$ cat config.mk
export PLATFORM = sky130hd
export DESIGN_NAME = uart_fifo_ctrl
export DESIGN_NICKNAME = d
export VERILOG_FILES = /design/src/rtl/uart_fifo_ctrl.sv
export SDC_FILE = /design/constraint.sdc
export NUM_CORES = 1
export LEC_CHECK = 0
export ABC_AREA = 1
export CAP_MARGIN = 5
export CORE_ASPECT_RATIO = 1.5
export CORE_MARGIN = 5
export CORE_UTILIZATION = 59
export CTS_BUF_LIST = sky130_fd_sc_hd__clkbuf_16
export DETAILED_ROUTE_END_ITERATION = 7
export PLACE_DENSITY = 0.85
export SLEW_MARGIN = 30
export SYNTH_ARGS = -nofsm -noshare
export SYNTH_HDL_FRONTEND = slang
export SYNTH_SLANG_ARGS = --single-unit
export TNS_END_PERCENT = 30
$ cat constraint.sdc
create_clock -name clk -period 5.35 [get_ports clk]
set_input_delay 0.8025 -clock clk [delete_from_list [all_inputs] [get_ports clk]]
set_output_delay 0.8025 -clock clk [all_outputs]
set_load 0.02 [all_outputs]
$ cat src/rtl/uart_fifo_ctrl.sv
// CPU-facing UART front end: TX and RX byte FIFOs, a paced TX drain FSM and
// a one-shot RX acknowledge FSM, exposed as a data register and a status word.
module uart_fifo_ctrl #(
  parameter int DEPTH = 8
) (
  input  logic        clk,
  input  logic        resetq,
  input  logic        io_wr,
  input  logic        io_rd,
  input  logic [15:0] io_addr,
  input  logic [31:0] io_dout,
  output logic [31:0] io_din,
  output logic        uart_wr,
  output logic [7:0]  uart_w,
  input  logic        uart_busy,
  output logic        uart_rd,
  input  logic        uart_valid,
  input  logic [7:0]  uart_data
);

  localparam int         PTR_W   = $clog2(DEPTH);
  localparam logic [4:0] DEPTH_C = 5'(DEPTH);

  typedef enum logic [1:0] {TX_IDLE, TX_SEND, TX_HOLD} tx_state_t;
  typedef enum logic       {RX_IDLE, RX_ACK} rx_state_t;

  logic [7:0]       tx_mem [DEPTH];
  logic [7:0]       rx_mem [DEPTH];
  logic [PTR_W-1:0] tx_wr_ptr, tx_rd_ptr, rx_wr_ptr, rx_rd_ptr;
  logic [4:0]       tx_count, rx_count;
  logic             tx_overflow;
  tx_state_t        tx_state;
  rx_state_t        rx_state;

  logic tx_push_req, tx_push, tx_drop, tx_pop, ovf_clr, rx_push, rx_pop;
  logic unused_bits;

  assign tx_push_req = io_wr & io_addr[12];
  assign tx_push     = tx_push_req & (tx_count != DEPTH_C);
  assign tx_drop     = tx_push_req & (tx_count == DEPTH_C);
  assign tx_pop      = (tx_state == TX_IDLE) & (tx_count != 5'd0) & ~uart_busy;
  assign ovf_clr     = io_wr & io_addr[13] & io_dout[3];
  assign rx_push     = (rx_state == RX_IDLE) & uart_valid & (rx_count != DEPTH_C);
  assign rx_pop      = io_rd & io_addr[12] & (rx_count != 5'd0);

  assign unused_bits = ^{io_dout[31:8], io_addr[15:14], io_addr[11:0]};

  function automatic logic [31:0] status_word(
    input logic [4:0] tx_cnt,
    input logic [4:0] rx_cnt,
    input logic       tx_idle,
    input logic       ovf
  );
    logic [31:0] w;
    w        = '0;
    w[0]     = (tx_cnt < DEPTH_C);
    w[1]     = (rx_cnt != 5'd0);
    w[2]     = (tx_cnt == 5'd0) & tx_idle;
    w[3]     = ovf;
    w[12:8]  = tx_cnt;
    w[20:16] = rx_cnt;
    return w;
  endfunction

  always_comb begin
    io_din = '0;
    if (io_addr[12])
      io_din[7:0] = (rx_count != 5'd0) ? rx_mem[rx_rd_ptr] : 8'h00;
    if (io_addr[13])
      io_din = io_din | status_word(tx_count, rx_count, tx_state == TX_IDLE, tx_overflow);
  end

  // FIFO storage carries no reset; pointers and counts alone define contents.
  always_ff @(posedge clk) begin
    if (resetq && tx_push)
      tx_mem[tx_wr_ptr] <= io_dout[7:0];
    if (resetq && rx_push)
      rx_mem[rx_wr_ptr] <= uart_data;
  end

  always_ff @(posedge clk) begin
    if (!resetq) begin
      tx_wr_ptr   <= '0;
      tx_rd_ptr   <= '0;
      rx_wr_ptr   <= '0;
      rx_rd_ptr   <= '0;
      tx_count    <= '0;
      rx_count    <= '0;
      tx_overflow <= 1'b0;
      tx_state    <= TX_IDLE;
      rx_state    <= RX_IDLE;
      uart_wr     <= 1'b0;
      uart_rd     <= 1'b0;
      uart_w      <= 8'h00;
    end else begin
      if (tx_push) tx_wr_ptr <= tx_wr_ptr + 1'b1;
      if (tx_pop)  tx_rd_ptr <= tx_rd_ptr + 1'b1;
      if (rx_push) rx_wr_ptr <= rx_wr_ptr + 1'b1;
      if (rx_pop)  rx_rd_ptr <= rx_rd_ptr + 1'b1;
      tx_count <= tx_count + 5'(tx_push) - 5'(tx_pop);
      rx_count <= rx_count + 5'(rx_push) - 5'(rx_pop);

      // A dropped byte outranks a same-cycle clear so the loss stays visible.
      if (tx_drop)
        tx_overflow <= 1'b1;
      else if (ovf_clr)
        tx_overflow <= 1'b0;

      case (tx_state)
        TX_IDLE: begin
          uart_wr <= 1'b0;
          if (tx_pop) begin
            uart_w   <= tx_mem[tx_rd_ptr];
            uart_wr  <= 1'b1;
            tx_state <= TX_SEND;
          end
        end
        TX_SEND: begin
          uart_wr  <= 1'b0;
          tx_state <= TX_HOLD;
        end
        TX_HOLD: begin
          uart_wr  <= 1'b0;
          tx_state <= TX_IDLE;
        end
        default: begin
          uart_wr  <= 1'b0;
          tx_state <= TX_IDLE;
        end
      endcase

      // RX_ACK masks uart_valid while the core is still deasserting it.
      case (rx_state)
        RX_IDLE: begin
          uart_rd <= rx_push;
          if (rx_push)
            rx_state <= RX_ACK;
        end
        RX_ACK: begin
          uart_rd  <= 1'b0;
          rx_state <= RX_IDLE;
        end
        default: begin
          uart_rd  <= 1'b0;
          rx_state <= RX_IDLE;
        end
      endcase
    end
  end

endmodule

[Word-level counts from Yosys, hierarchy flattened]
Memories as Yosys holds them, arrays and structs flattened. A register that Yosys moved wholly into a read port is not among the register bits.
Index checks and enable logic that the tools add are counted.
Word-level totals
  output and inout port bits: 42
  memories kept: 2
  input bits: 62
  RAM bits: 128
  flip-flop bits (word level): 28
Memory list
  rx_mem: words 8, bits a word 8, read ports 1, clocked after Yosys merged registers in 1, wr ports 1, RTL line 28  | logic [7:0] rx_mem [DEPTH];
  tx_mem: words 8, bits a word 8, read ports 1, clocked after Yosys merged registers in 1, wr ports 1, RTL line 27  | logic [7:0] tx_mem [DEPTH];
Operators by class
  $add $sub $neg: 8
  mux-type cells: 17
  bitwise gates (word level): 15
  reduce and logical (&&, ||, !) cells: 10
  $lt $le $gt $ge: 1
  equality and inequality tests: 5
Operator list (number)
  $mux 21: 1
  $or 8x21->21: 1
  $mux 8: 2
  $add 3x1->3 const B: 4
  $and 1x1->1: 12
  $add 5x1->5: 2
  $ne 5x4->1 const B: 2
  $reduce_bool 5->1: 2
  $sub 5x1->5: 2
  $mux 1: 8
  $mux 3: 2
  $eq 5x4->1 const B: 1
  $logic_not 5->1: 1
  $lt 5x4->1 const B: 1
  $pmux 1 s2: 2
  $pmux 2 s2: 1
  $reduce_and 2->1: 2
  $eq 2x1->1 const B: 1
  $logic_and 1x1->1: 2
  $logic_not 2->1: 1
  $mux 2: 1
  $ne 2x2->1 const B: 1
  $not 1->1: 2
  $reduce_bool 2->1: 1
  $logic_not 1->1: 1

[Depth between registers and ports, before layout]
  depth after elaboration: 6
  mapped depth: 15

[Worst setup path before layout]
No wires, ideal clock.
  path type: input to register
  from: in uart_busy
  to: reg tx_count[4]
  setup time: 0.070 ns
  path slack: 2.917 ns
  stages on the path: 13
  buffers on the path: 1
  arrival: 2.364 ns
  cells stage by stage: nor2_2 -> nand2_2 -> inv_2 -> buf_6 -> ha_1 -> inv_1 -> ha_1 -> fa_1 -> nand2_1 -> a21oi_1 -> nor2_1 -> o21ai_0 -> a21oi_1
Between the ends
  cells in the longest elaborated chain, start to end: 3
Ends and longest elaborated chain
  start: declaration: RTL line 15  | input logic uart_busy,
  $not 1->1: RTL line 41  | assign tx_pop = (tx_state == TX_IDLE) & (tx_count != 5'd0) & ~uart_busy;
  $and 1x1->1: RTL line 41
  net tx_pop: RTL line 35  | logic tx_push_req, tx_push, tx_drop, tx_pop, ovf_clr, rx_push, rx_pop;
  $sub 5x1->5: RTL line 100  | tx_count <= tx_count + 5'(tx_push) - 5'(tx_pop);
  end signal: assignment: RTL line 100
  end: declaration: RTL line 30  | logic [4:0] tx_count, rx_count;
The timed path passes the listed nets, and every way through them passes these cells.
A chain may end at the register's enable or synchronous reset.

==> impl_summary.log <==
[metrics] status: complete, no violations
[metrics] count of placed standard cells including taps: 910
[metrics] unrepaired setup endpoints after global routing: false
[metrics] number of rows in the core area: 50
[metrics] WL/cell: 16.4 um
[metrics] count of final hold-check violations: 0
[metrics] average instance area after synthesis: 10.1 um^2
[metrics] post-synthesis sequential element count: 166
[metrics] placement-stage worst setup slack: 1800 ps
[metrics] hpwl dp: 10200 um
[metrics] critical path, cell by cell: inv_1 > nor2_1 > o21ai_1 > nand3_1 > nand3_1 > nand2_1 > clkdlybuf4s50_1
[metrics] Tightest Hold Check Type: flip-flop to flip-flop
[metrics] Post-Route Setup TNS: 0 ps
[metrics] CTS max path bufs: 2
[metrics] Floorplan Core Area: 12300 um^2
[metrics] routed via count divided by cell count: 5.40
[metrics] final wirelength: 15400 um
[metrics] post-layout instance area: 8450 um^2
[metrics] horizontal die dimension: 101 um
[metrics] Relative slew margins: 33.7%
[metrics] combinational cell fraction of total power: 26.6%
[metrics] largest net degree at the start of global routing: 36
[metrics] count of filler cells inserted in the layout: 851
[metrics] Arr. time, crit path: 2850 ps
[metrics] type of origin of the critical path: flip-flop
[metrics] CTS Root Cell: sky130_fd_sc_hd__clkbuf_16
[metrics] initial antenna violation count: 0
[metrics] Antenna Violating Nets Remaining: 0
[metrics] grt ovf: 0
[metrics] number of buffers added to fix hold violations after cts: 0
[metrics] part of the power in registers: 40.2%
[metrics] TritonCTS clock tree: yes
[metrics] post-cts repair resize count: 0
[metrics] CTS clk-pin slew, worst paths: 70 ps
[metrics] number of slew-limit violations in the final report: 0
[metrics] most numerous cell on the critical path: sky130_fd_sc_hd__nand3_1
[metrics] H-tree depth: 4
[metrics] worst-path cell with the longest stage delay: sky130_fd_sc_hd__dfxtp_1
[metrics] yosys warns: 0
[metrics] vias in the first global route: 5002
[metrics] Post-DP Area: 7810 um^2
[metrics] layout overhead on the synthesized area: 15.0%
[metrics] Initial Utilization: 59.6%
[metrics] number of nets in the final layout: 855
[metrics] iteration count of the initial detailed-routing pass: 5
[metrics] Final Setup Violations: 0
[metrics] y dimension of the die: 147 um
[metrics] Final Hold Slack: 436 ps
[metrics] biggest fanout along the worst timing path: 25
[metrics] reported net switching power: 0.00127 W
[metrics] Post-CTS Setup Bufs: 0
[metrics] buffer and inverter count on the worst path: 2
[metrics] number of clock sinks: 166
[metrics] Post-Syn Instances: 729
[metrics] Worst Slack Setup Final: 1700 ps
[metrics] slowest cell delay on critical path: 860 ps
[metrics] Skew-Pair Late Insertion Delay: 420 ps
[metrics] global-route usage over all layers: 21.5%
[metrics] Int Pwr: 0.00266 W
[metrics] worst-case clock skew: 8.82 ps
[metrics] Ant. Diodes: 0
[metrics] die area: 14800 um^2
[metrics] Setup crit end kind: primary output
[metrics] share of the yosys chip area belonging to registers: 62.7%
[metrics] total number of vias: 5085
[metrics] initial detailed-routing violation count: 317
[metrics] kind of cell with the highest combined delay on the critical path: buffers and inverters
[metrics] count of buffers from port buffering: 51
[metrics] portion of the clock cycle consumed by the worst path in the final layout: 68.3%
[metrics] number of cells in the finished layout apart from fillers: 942
[metrics] final weighted congestion in routability-driven placement: 0.843
[metrics] count of unique library cells instantiated by Yosys: 32
[metrics] final period demand of the worst path: 3650 ps
[metrics] Maximum Capacitance Violations: 0
[metrics] wire length of the first global-routing pass: 24400 um
[metrics] worst slew pin tran: 991 ps
[metrics] post-detailed-route DRC marker count: 0
[metrics] total power density per cell area: 465 nW/um^2
[metrics] fraction of layout cells with a size suffix above 1: 6.36%
[metrics] count of boundary I/O pins: 104
[metrics] switch share: 32.3%
[metrics] part of the total power dissipated in the clock network: 33.2%
[metrics] cell area after technology mapping: 7350 um^2
[metrics] clock buffers created by TritonCTS: 17
[metrics] Highest Clock Rate: 274 MHz
[metrics] critical setup path kind: flip-flop to primary output
[metrics] required time reported for the critical path endpoint: 4550 ps
[metrics] leakage power summed over all cells: 3.48 nW
[metrics] IR drop worst, VDD: 0.340 mV
-- synthesized netlist by cell type --
cell | n | area share, %
sky130_fd_sc_hd__xor2_1 | 4 | 0.48
sky130_fd_sc_hd__inv_2 | 3 | 0.15
sky130_fd_sc_hd__o211ai_1 | 4 | 0.41
sky130_fd_sc_hd__o21ai_0 | 33 | 2.2
sky130_fd_sc_hd__o21ai_1 | 14 | 0.95
sky130_fd_sc_hd__fa_1 | 2 | 0.54
sky130_fd_sc_hd__buf_2 | 4 | 0.27
sky130_fd_sc_hd__clkbuf_1 | 3 | 0.15
sky130_fd_sc_hd__buf_4 | 22 | 2.2
sky130_fd_sc_hd__nand2_2 | 1 | 0.085
sky130_fd_sc_hd__nor2_2 | 3 | 0.26
sky130_fd_sc_hd__nor2_1 | 73 | 3.7
sky130_fd_sc_hd__o22ai_1 | 4 | 0.34
sky130_fd_sc_hd__nand4_1 | 1 | 0.085
sky130_fd_sc_hd__nand3_2 | 2 | 0.27
sky130_fd_sc_hd__conb_1 | 1 | 0.051
sky130_fd_sc_hd__inv_4 | 1 | 0.085
sky130_fd_sc_hd__buf_1 | 1 | 0.051
sky130_fd_sc_hd__nor3_1 | 6 | 0.41
sky130_fd_sc_hd__clkbuf_2 | 1 | 0.068
sky130_fd_sc_hd__nand2_1 | 153 | 7.8
sky130_fd_sc_hd__a31oi_1 | 2 | 0.17
sky130_fd_sc_hd__clkinv_2 | 1 | 0.068
sky130_fd_sc_hd__nand3_1 | 67 | 4.6
sky130_fd_sc_hd__inv_1 | 99 | 5.1
sky130_fd_sc_hd__edfxtp_1 | 128 | 52
sky130_fd_sc_hd__inv_6 | 1 | 0.12
sky130_fd_sc_hd__clkinv_1 | 1 | 0.051
sky130_fd_sc_hd__buf_6 | 11 | 1.7
sky130_fd_sc_hd__a21oi_1 | 27 | 1.8
sky130_fd_sc_hd__ha_1 | 18 | 3.1
sky130_fd_sc_hd__dfxtp_1 | 38 | 10
-- per-layer routing --
layer / track usage (%) / wire [um] / up-vias
met5: 0 / 0 / -
met4: 9.85 / 453 / 0
met3: 4.64 / 758 / 39
met2: 39.1 / 8690 / 188
met1: 23.1 / 5530 / 2400
li1: - / - / 2458
-- final cells by class --
| class | count | area [um^2] | area share, % |
|---|---|---|---|
| clock buffer | 17 | 425 | 5.04 |
| inverter | 106 | 407 | 4.81 |
| timing repair buffer | 54 | 533 | 6.31 |
| tap | 156 | 195 | 2.31 |
| sequential | 166 | 4600 | 54.5 |
| clock inverter | 15 | 213 | 2.52 |
| multi-input combinational | 428 | 2070 | 24.5 |
-- metrics by stage --
step	util, %	power [W]
after floorplan	-	0.00235
after global routing	68.5	0.00413
final	68.5	0.00393
after global placement	63.4	0.00257
after CTS	68.5	0.00393
after detailed placement	63.4	0.00263
-- layout by cell type, fill, tap and decap left out, types with 4 or more instances in the layout --
cell type,count
sky130_fd_sc_hd__nand2_1,153
sky130_fd_sc_hd__edfxtp_1,128
sky130_fd_sc_hd__inv_1,99
sky130_fd_sc_hd__nor2_1,73
sky130_fd_sc_hd__nand3_1,67
sky130_fd_sc_hd__clkdlybuf4s50_1,51
sky130_fd_sc_hd__dfxtp_1,38
sky130_fd_sc_hd__o21ai_0,33
sky130_fd_sc_hd__a21oi_1,27
sky130_fd_sc_hd__ha_1,18
sky130_fd_sc_hd__clkbuf_16,17
sky130_fd_sc_hd__o21ai_1,14
sky130_fd_sc_hd__conb_1,14
sky130_fd_sc_hd__inv_6,9
sky130_fd_sc_hd__o211ai_1,4
sky130_fd_sc_hd__o22ai_1,4
sky130_fd_sc_hd__xor2_1,4
sky130_fd_sc_hd__bufinv_16,4
-- power groups by stage --
stage                     sequential, W  combinational (W)  clock, W
after floorplan                 0.00159           0.000767         0
after global placement          0.00160           0.000970         0
after detailed placement        0.00160            0.00103         0
after CTS                       0.00158            0.00104   0.00131
after global routing            0.00159            0.00117   0.00138
final                           0.00158            0.00105   0.00131
-- worst paths after layout --
kind              slack, ps           to  depth (start not counted)         from
hold reg to reg         440  tx_state[1]                          1  tx_state[1]
hold / removal          440  tx_state[1]                          1  tx_state[1]
setup / recovery       1700    io_din[0]                          7    flip-flop
setup reg to reg       2580  tx_count[4]                         14  tx_count[2]
-- cell families after synthesis --
logic type | Yosys count | synth area share (%)
AO/OA/AOI/OAI | 84 | 5.96
XOR/XNOR | 4 | 0.477
adder cells (fa/ha/maj) | 20 | 3.61
buffers and inverters | 148 | 10.0
flip-flops | 166 | 62.7
other | 1 | 0.0510
AND/OR/NAND/NOR | 306 | 17.2
-- flip-flops by register name (all words and copies together) (netlist names), 2 cells and up, named ones only --
signal / cells
tx_count: 5
tx_rd_ptr: 3
uart_w: 8
rx_mem: 64
rx_wr_ptr: 3
rx_count: 5
tx_wr_ptr: 3
tx_mem: 64
tx_state: 2
rx_rd_ptr: 3
Power figures use the tool's default switching activity.
